File: config.mk
export PLATFORM = sky130hd
export DESIGN_NAME = tff_count_sequencer_flat
export DESIGN_NICKNAME = d
export VERILOG_FILES = /design/src/rtl/tff_count_sequencer_if.sv /design/src/rtl/tff_count_sequencer.sv /design/src/flat_wrapper.sv
export SDC_FILE = /design/constraint.sdc
export NUM_CORES = 1
export LEC_CHECK = 0
export ABC_AREA = 1
export CORE_UTILIZATION = 44
export DETAILED_ROUTE_END_ITERATION = 10
export GPL_TIMING_DRIVEN = 0
export PLACE_DENSITY = 0.74
export SLEW_MARGIN = 15
export SYNTH_ARGS = -nofsm -noshare
export SYNTH_HDL_FRONTEND = slang
export SYNTH_SLANG_ARGS = --single-unit
export TNS_END_PERCENT = 20
File: constraint.sdc
create_clock -name Clock -period 1.1 [get_ports Clock]
set_input_delay 0.33 -clock Clock [delete_from_list [all_inputs] [get_ports Clock]]
set_output_delay 0.33 -clock Clock [all_outputs]
set_load 0.05 [all_outputs]
File: src/rtl/tff_count_sequencer_if.sv
// Command/status bundle for the T flip-flop count sequencer.
// The bench or a parent FSM drives the master side.
interface tff_count_sequencer_if #(
    parameter int WIDTH = 4,
    parameter int CW    = 4
);
    logic             Start;
    logic [1:0]       Cmd;
    logic [CW-1:0]    Count;
    logic [WIDTH-1:0] LoadVal;
    logic [WIDTH-1:0] Q;
    logic [WIDTH-1:0] T;
    logic             Busy;
    logic             Done;
    logic             Wrap;

    modport master (
        output Start, Cmd, Count, LoadVal,
        input  Q, T, Busy, Done, Wrap
    );

    modport slave (
        input  Start, Cmd, Count, LoadVal,
        output Q, T, Busy, Done, Wrap
    );
endinterface

File: src/rtl/tff_count_sequencer.sv
// Sequences a WIDTH-bit T flip-flop bank through up/down/load/clear runs.
// Optional SAT_STOP_EN: a wrapping step is suppressed and ends the run.
module tff_count_sequencer #(
    parameter int WIDTH = 4,
    parameter int CW    = 4
) (
    input logic                  Clock,
    input logic                  Reset,
    tff_count_sequencer_if.slave bus
);
    typedef enum logic [1:0] {
        S_IDLE = 2'd0,
        S_RUN  = 2'd1,
        S_DONE = 2'd2
    } state_t;

    localparam logic [1:0] C_UP   = 2'b00;
    localparam logic [1:0] C_DOWN = 2'b01;
    localparam logic [1:0] C_LOAD = 2'b10;
    localparam logic [1:0] C_CLR  = 2'b11;

    state_t           state_q, state_d;
    logic [WIDTH-1:0] q_q, q_d;
    logic [WIDTH-1:0] load_q, load_d;
    logic [CW-1:0]    rem_q, rem_d;
    logic [1:0]       cmd_q, cmd_d;
    logic             wrap_q, wrap_d;
    logic             busy_q, busy_d;
    logic             done_q, done_d;

    logic [WIDTH-1:0] t_up, t_dn, t_vec;
    logic [CW-1:0]    steps;
    logic             wrap_evt;
    logic             last;

    // Carry/borrow chains: bit i toggles when all lower bits are 1 (up) or 0 (down)
    always_comb begin
        logic acc_up;
        logic acc_dn;
        acc_up = 1'b1;
        acc_dn = 1'b1;
        t_up   = '0;
        t_dn   = '0;
        for (int i = 0; i < WIDTH; i++) begin
            t_up[i] = acc_up;
            t_dn[i] = acc_dn;
            acc_up  = acc_up & q_q[i];
            acc_dn  = acc_dn & ~q_q[i];
        end
    end

    always_comb begin
        t_vec = '0;
        if (state_q == S_RUN) begin
            unique case (cmd_q)
                C_UP:    t_vec = t_up;
                C_DOWN:  t_vec = t_dn;
                C_LOAD:  t_vec = q_q ^ load_q;
                C_CLR:   t_vec = q_q;
                default: t_vec = '0;
            endcase
        end
    end

    assign wrap_evt = (cmd_q == C_UP   && (&q_q))
                   || (cmd_q == C_DOWN && ~(|q_q));

    assign steps = bus.Cmd[1] ? CW'(1) : bus.Count;

`ifdef SAT_STOP_EN
    assign last = (rem_q == CW'(1)) || wrap_evt;
`else
    assign last = (rem_q == CW'(1));
`endif

    always_comb begin
        state_d = state_q;
        q_d     = q_q;
        load_d  = load_q;
        rem_d   = rem_q;
        cmd_d   = cmd_q;
        wrap_d  = wrap_q;
        busy_d  = 1'b0;
        done_d  = 1'b0;
        unique case (state_q)
            S_IDLE: begin
                if (bus.Start) begin
                    cmd_d  = bus.Cmd;
                    load_d = bus.LoadVal;
                    wrap_d = 1'b0;
                    rem_d  = steps;
                    if (steps == '0) begin
                        state_d = S_DONE;
                        done_d  = 1'b1;
                    end else begin
                        state_d = S_RUN;
                        busy_d  = 1'b1;
                    end
                end
            end
            S_RUN: begin
                q_d   = q_q ^ t_vec;
                rem_d = rem_q - CW'(1);
                if (wrap_evt) begin
                    wrap_d = 1'b1;
`ifdef SAT_STOP_EN
                    q_d = q_q;
`endif
                end
                if (last) begin
                    state_d = S_DONE;
                    done_d  = 1'b1;
                end else begin
                    busy_d = 1'b1;
                end
            end
            S_DONE: begin
                state_d = S_IDLE;
            end
            default: begin
                state_d = S_IDLE;
            end
        endcase
    end

    always_ff @(posedge Clock) begin
        if (Reset) begin
            state_q <= S_IDLE;
            q_q     <= '0;
            load_q  <= '0;
            rem_q   <= '0;
            cmd_q   <= C_UP;
            wrap_q  <= 1'b0;
            busy_q  <= 1'b0;
            done_q  <= 1'b0;
        end else begin
            state_q <= state_d;
            q_q     <= q_d;
            load_q  <= load_d;
            rem_q   <= rem_d;
            cmd_q   <= cmd_d;
            wrap_q  <= wrap_d;
            busy_q  <= busy_d;
            done_q  <= done_d;
        end
    end

    assign bus.Q    = q_q;
    assign bus.T    = t_vec;
    assign bus.Busy = busy_q;
    assign bus.Done = done_q;
    assign bus.Wrap = wrap_q;
endmodule

File: src/flat_wrapper.sv
// flat-port wrapper written by rule: the top's interface ports become plain ports
module tff_count_sequencer_flat 
#(
    parameter int WIDTH = 4,
    parameter int CW    = 4
)
  (Clock, Reset, bus_Start, bus_Cmd, bus_Count, bus_LoadVal, bus_Q, bus_T, bus_Busy, bus_Done, bus_Wrap);
  tff_count_sequencer_if #(.WIDTH(WIDTH), .CW(CW)) bus_i ();
  input logic Clock;
  input logic Reset;
  input wire logic [$bits(bus_i.Start)-1:0] bus_Start;
  input wire logic [$bits(bus_i.Cmd)-1:0] bus_Cmd;
  input wire logic [$bits(bus_i.Count)-1:0] bus_Count;
  input wire logic [$bits(bus_i.LoadVal)-1:0] bus_LoadVal;
  output wire logic [$bits(bus_i.Q)-1:0] bus_Q;
  output wire logic [$bits(bus_i.T)-1:0] bus_T;
  output wire logic [$bits(bus_i.Busy)-1:0] bus_Busy;
  output wire logic [$bits(bus_i.Done)-1:0] bus_Done;
  output wire logic [$bits(bus_i.Wrap)-1:0] bus_Wrap;
  assign bus_i.Start = bus_Start;
  assign bus_i.Cmd = bus_Cmd;
  assign bus_i.Count = bus_Count;
  assign bus_i.LoadVal = bus_LoadVal;
  assign bus_Q = bus_i.Q;
  assign bus_T = bus_i.T;
  assign bus_Busy = bus_i.Busy;
  assign bus_Done = bus_i.Done;
  assign bus_Wrap = bus_i.Wrap;
  tff_count_sequencer #(.WIDTH(WIDTH), .CW(CW)) u_core (.Clock(Clock), .Reset(Reset), .bus(bus_i));
endmodule
After elaboration in Yosys (flattened, before gate mapping)

Cells that the tools add are included.

Register bits after elaboration: 19

$add $sub $neg: 1
Reductions and logical operators: 13
Muxes and demuxes: 20
Equality and inequality tests: 8
Bitwise operators: 10

Operators by type and width:

| operator                                               | count |
|---|---|
| case mux 4 bit (4 select lines)                        | 1 |
| two-way mux 4 bit                                      | 3 |
| two-way mux 1 bit                                      | 8 |
| case mux 4 bit (2 select lines)                        | 1 |
| XOR 4 bit                                              | 2 |
| two-way mux 2 bit                                      | 3 |
| case mux 1 bit (2 select lines)                        | 3 |
| AND reduction 2 bit                                    | 3 |
| bitwise AND 1 bit                                      | 4 |
| equality test 2 x 1 -> 1 bit (second input constant)   | 2 |
| equality test 2 bit (second input constant)            | 2 |
| equality test 4 x 1 -> 1 bit (second input constant)   | 1 |
| logical NOT 2 bit                                      | 2 |
| logical NOT 4 bit                                      | 1 |
| inequality test 2 x 1 -> 1 bit (second input constant) | 2 |
| NOT 1 bit                                              | 4 |
| case mux 2 bit (2 select lines)                        | 1 |
| AND reduction 4 bit                                    | 1 |
| OR reduction 4 bit                                     | 1 |
| subtractor 4 x 1 -> 4 bit (second input constant)      | 1 |
| AND reduction 3 bit                                    | 1 |
| logical AND 1 bit                                      | 2 |
| inequality test 2 bit (second input constant)          | 1 |
| nonzero test 2 bit                                     | 1 |
| logical OR 1 bit                                       | 1 |

Logic depth before layout (Yosys ltp)

Gate-level depths: netlist of the first run.

Depth in word-level cells: 6
Depth in mapped cells: 9
Gate-level depth less buffers: 8

Worst setup path after synthesis of the first run

OpenSTA, ideal clock, no wires.

Kind: register to output
Start: register u_core.q_q[0] (netlist: u_core.bus.Q[0])
End: output bus_T[1]
Stages on the path, launching flop included: 5
Path slack: -1.060 ns
Arrival time: 1.830 ns
Required time: 0.770 ns
Path through: dfxtp_1 > inv_1 > nand2_1 > o21ai_1 > a21oi_1

Word-level cells in the longest chain between the ends: 3

Ends and longest elaborated chain:

| item                                | line                       | source |
|---|---|---|
| start: declaration                  | tff_count_sequencer.sv:23  | `logic [WIDTH-1:0] q_q, q_d;` |
| start signal: assignment            | tff_count_sequencer.sv:138 | `q_q <= q_d;` |
| NOT 1 bit                           | tff_count_sequencer.sv:48  | `acc_dn = acc_dn & ~q_q[i];` |
| case mux 4 bit (4 select lines) (*) | tff_count_sequencer.sv:55  | `unique case (cmd_q)` |
| two-way mux 4 bit (*)               | tff_count_sequencer.sv:54  | `if (state_q == S_RUN) begin` |
| end: declaration                    | flat_wrapper.sv:16         | `output wire logic [$bits(bus_i.T)-1:0] bus_T;` |

Every way passes the cells marked *; elsewhere a longest branch is shown, timed or not.

Final worst setup path of the first run

Start: register u_core.q_q[0] (netlist: u_core.bus.Q[0])
End: output bus_T[3]

Word-level cells in the longest chain between the ends: 5

Ends and longest elaborated chain:

| item                                | line |
|---|---|
| NOT 1 bit                           | tff_count_sequencer.sv:48 |
| bitwise AND 1 bit (2 in a row)      | tff_count_sequencer.sv:48 |
| case mux 4 bit (4 select lines) (*) | tff_count_sequencer.sv:55 |
| two-way mux 4 bit (*)               | tff_count_sequencer.sv:54 |

Marks and branches as above.

==> qor.csv, run 1 <==
stage,metric,value,unit
finish,Area Growth Syn to Fin,59.6,%
synth,synthesized flop and latch total,19,
synth,Synth Area per Inst,6.55,µm²
detailed_routing,total number of vias,1221,
clock_network,H-tree depth,1,
sta,RSZ-0062 raised after global routing,yes,
global_routing,largest net degree at the start of global routing,11,
placed_design,Port Buffers,22,
critical_path,RR Endpoint,u_core.bus.Q[0],
detailed_routing,wire per inst,13.1,µm
sta,skew final,0.00601,ns
placed_design,GP Congestion,0.911,
critical_path,Critical Path RT,0.77,ns
floorplan,die width,50.8,µm
sta,Final setup violation count,23,
critical_path,kind of critical path,reg2out,
synth,area of the mapped netlist,1050,µm²
synth,mux contribution to synthesized area,0,%
clock_network,CTS Root Cell,clkbuf_4,
sta,Final min period,1.74,ns
power,post-layout power,2.10,mW
floorplan,I/O pin cnt,24,
synth,"top cells by area, synth","dfxtp_1, nand2_1, nor2_1, nand3_1, a21oi_1",
detailed_routing,drt pass-1 iters,5,
placed_design,Final HPWL DP,1.80,mm
critical_path,Worst Path Arrival,1.41,ns
finish,Non-Filler Instances,232,
global_routing,initial antenna violation count,0,
synth,Yosys top cell area share,36.3,%
sta,Max Slew Vio Count,0,
run_status,failing checks,negative setup slack,
run_status,outcome,finished with violations,
global_routing,global-route wire length before repair,4.46,mm
run,MaxCap Viol Count,0,
power,worst vdd ir,0.954,mV
global_routing,Global Route Usage Sum,23.4,%
floorplan,Die Height,50.8,µm
clock_network,clk buf depth,2,
detailed_routing,DRT antenna net count,0,
detailed_routing,drt total wl,3.04,mm
finish,layout cells sized above 1,42.2,%
global_routing,vias in the first global route,1091,
critical_path,largest fanout on the critical path,7,
power,Pleak,0.721,nW
synth,largest family of logic cells by synthesized area,simple AND/OR/NAND/NOR gates,
synth,"Seq/Total Area, Yosys",36.3,%
clock_network,Sink Count,19,
synth,"Net Count, Synth",175,
critical_path,Worst setup EP type,output port,
min_path,Hold Path Origin,Reset,
critical_path,CP startpoint,u_core.bus.Q[0],
detailed_routing,drt initial violations,32,
floorplan,core region area,2230,µm²
critical_path,reg-to-reg setup timing slack,-0.20,ns
critical_path,R2R Path Start,u_core.state_q[1],
sta,worst slew pin tran,0.473,ns
synth,Post-Synth Simple-Gate Area,36.4,%
finish,filler cell count,169,
min_path,Hold Crit Class,in2reg,
global_routing,GR Overflow Total,0,
sta,Max Clock Freq,0.574,GHz
critical_path,critical path startpoint category,register,
floorplan,row cnt,17,
floorplan,starting density of the core,46.9,%
synth,adder-cell area share of the yosys netlist,2.39,%
synth,post-synthesis compound-gate area fraction,13.7,%
synth,Synth Warn #,0,
sta,relative slew slack,68.5,%
clock_network,Num CTS Buffers,3,
synth,Yosys top cell by area,dfxtp_1,
detailed_routing,Vias/cell,5.26,
floorplan,Die ar.,2580,µm²
synth,Cells after Synth,160,
sta,Fin. Hold Viols,0,
clock_network,Clock transition at path regs,0.12,ns
sta,Final WS setup,-0.643,ns
finish,number of diodes,0,
power,Power Density,1260,nW/µm²
clock_network,TritonCTS clock tree,built,
placed_design,placed insts,210,
critical_path,R2R cell count,9,
synth,post-synthesis xor/xnor area fraction,0.836,%
critical_path,CP Capture Point,bus_T[3],
finish,nets,220,
detailed_routing,DRC,0,
sta,period utilization,158,%
synth,post-synthesis cell type count,24,
clock_network,worst skew pair latency,0.31,ns
[cells in the mapped netlist]
library cell / count
o22a_1: 1
nand3_2: 1
inv_1: 15
ha_1: 2
nand4_1: 2
xnor2_1: 1
buf_6: 1
nor2_4: 1
nor2_2: 4
clkbuf_1: 1
dfxtp_1: 19
nand3_1: 16
a21oi_1: 12
o21ai_1: 1
nand3b_1: 1
nand2_2: 1
o21ai_0: 10
nor2_1: 22
nand2_1: 39
inv_2: 4
a31oi_1: 2
buf_4: 2
o211ai_1: 1
inv_4: 1
[power by group]
part	internal [mW]	total (mW)	leakage [nW]	switching [mW]
logic	0.387	0.876	0.543	0.489
clock network	0.142	0.378	0.0150	0.236
registers	0.760	0.850	0.163	0.0903
total	1.29	2.10	0.721	0.815
[layout by cell type, fill, tap and decap left out, drive strengths merged, types with 5 or more instances in the layout]
master         instances
nand2                 40
buf                   31
nor2                  27
inv                   20
dfxtp                 19
nand3                 17
a21oi                 12
clkdlybuf4s50         11
o21ai                 11
clkbuf                 5
[worst min path at each step]
| stage | endpoint | slack [ns] | cells past startpoint |
|---|---|---|---|
| 5_1_grt | u_core.bus.Done | 0.43 | 2 |
| 6_report | u_core.state_q[1] | 0.41 | 2 |
| 3_3_place_gp | u_core.rem_q[1] | 0.46 | 2 |
| 3_5_place_dp | u_core.rem_q[1] | 0.46 | 2 |
| 4_1_cts | u_core.state_q[1] | 0.42 | 2 |
| 2_1_floorplan | u_core.rem_q[1] | 0.44 | 2 |
[cell type report]
type / count / area [µm²] / share of cell area [%]
buffer: 4 / 45.0 / 2.69
timing repair inverter: 1 / 7.51 / 0.449
tap: 28 / 35.0 / 2.10
timing repair buffer: 39 / 392 / 23.4
sequential: 19 / 409 / 24.5
clock buffer: 4 / 26.3 / 1.57
inverter: 20 / 82.6 / 4.94
multi-input combinational: 117 / 674 / 40.3
[what timing repair did]
item,4_1_cts,5_1_grt
pin swaps,6,6
hold buffers,0,0
setup endpoints to repair,27,30
cloned,1,0
setup buffers,8,9
resized for setup,101,28
[state kept, by name, summed over array words and instances, names as in the netlist]
signal           flops
u_core.rem_q         4
u_core.state_q       2
u_core.load_q        4
u_core.cmd_q         2
u_core.bus.Done      1
u_core.bus.Q         4
u_core.bus.Wrap      1
u_core.bus.Busy      1
[critical path, cell delays in order (launching register included)]
cell,delay (ns)
dfxtp_4,0.41
nor2_4,0.14
nand2_1,0.08
nand2_1,0.09
nand3_2,0.10
nor2_4,0.13
buf_8,0.15
[layer usage]
layer / GRT usage [%] / wire [µm]
met1: 30.1 / 1350
met2: 36.7 / 1490
met3: 3.64 / 135
met4: 13.9 / 71
met5: 0 / 0
[stage by stage]
step	cell area (µm²)	setup TNS, ns	hold slack, ns	setup slack, ns	util, %
after global placement	1360	-11.51	0.456	-0.955	60.7
after CTS	1540	-4.20	0.425	-0.601	69.0
after global routing	1670	-5.03	0.434	-0.702	74.8
after detailed placement	1360	-12.09	0.458	-0.984	60.7
after floorplan	1100	-1.44	0.443	-0.273	-
final	1670	-3.75	0.411	-0.643	74.8
[kinds of logic after synthesis]
family | after synthesis
fa+ha+maj | 2
flops | 19
simple gates | 87
xor+xnor | 1
compound gates | 27
buf+inv | 24
Note: power is estimated with default switching activity, not from simulation.
==> inputs of run 2 (changes only) <==
--- a/config.mk
+++ b/config.mk
@@ -10,7 +10,6 @@
 export DETAILED_ROUTE_END_ITERATION = 10
 export GPL_TIMING_DRIVEN = 0
 export PLACE_DENSITY = 0.74
-export SLEW_MARGIN = 15
 export SYNTH_ARGS = -nofsm -noshare
 export SYNTH_HDL_FRONTEND = slang
 export SYNTH_SLANG_ARGS = --single-unit
==> results of run 2 <==
Final layout, timing and power as in run 1 (identical DEF).
==> inputs of run 3 (changes only) <==
--- a/config.mk
+++ b/config.mk
@@ -10,6 +10,7 @@
 export DETAILED_ROUTE_END_ITERATION = 10
 export GPL_TIMING_DRIVEN = 0
 export PLACE_DENSITY = 0.74
+export SLEW_MARGIN = 25
 export SYNTH_ARGS = -nofsm -noshare
 export SYNTH_HDL_FRONTEND = slang
 export SYNTH_SLANG_ARGS = --single-unit
==> results of run 3 <==
Final layout, timing and power as in run 1 (identical DEF).
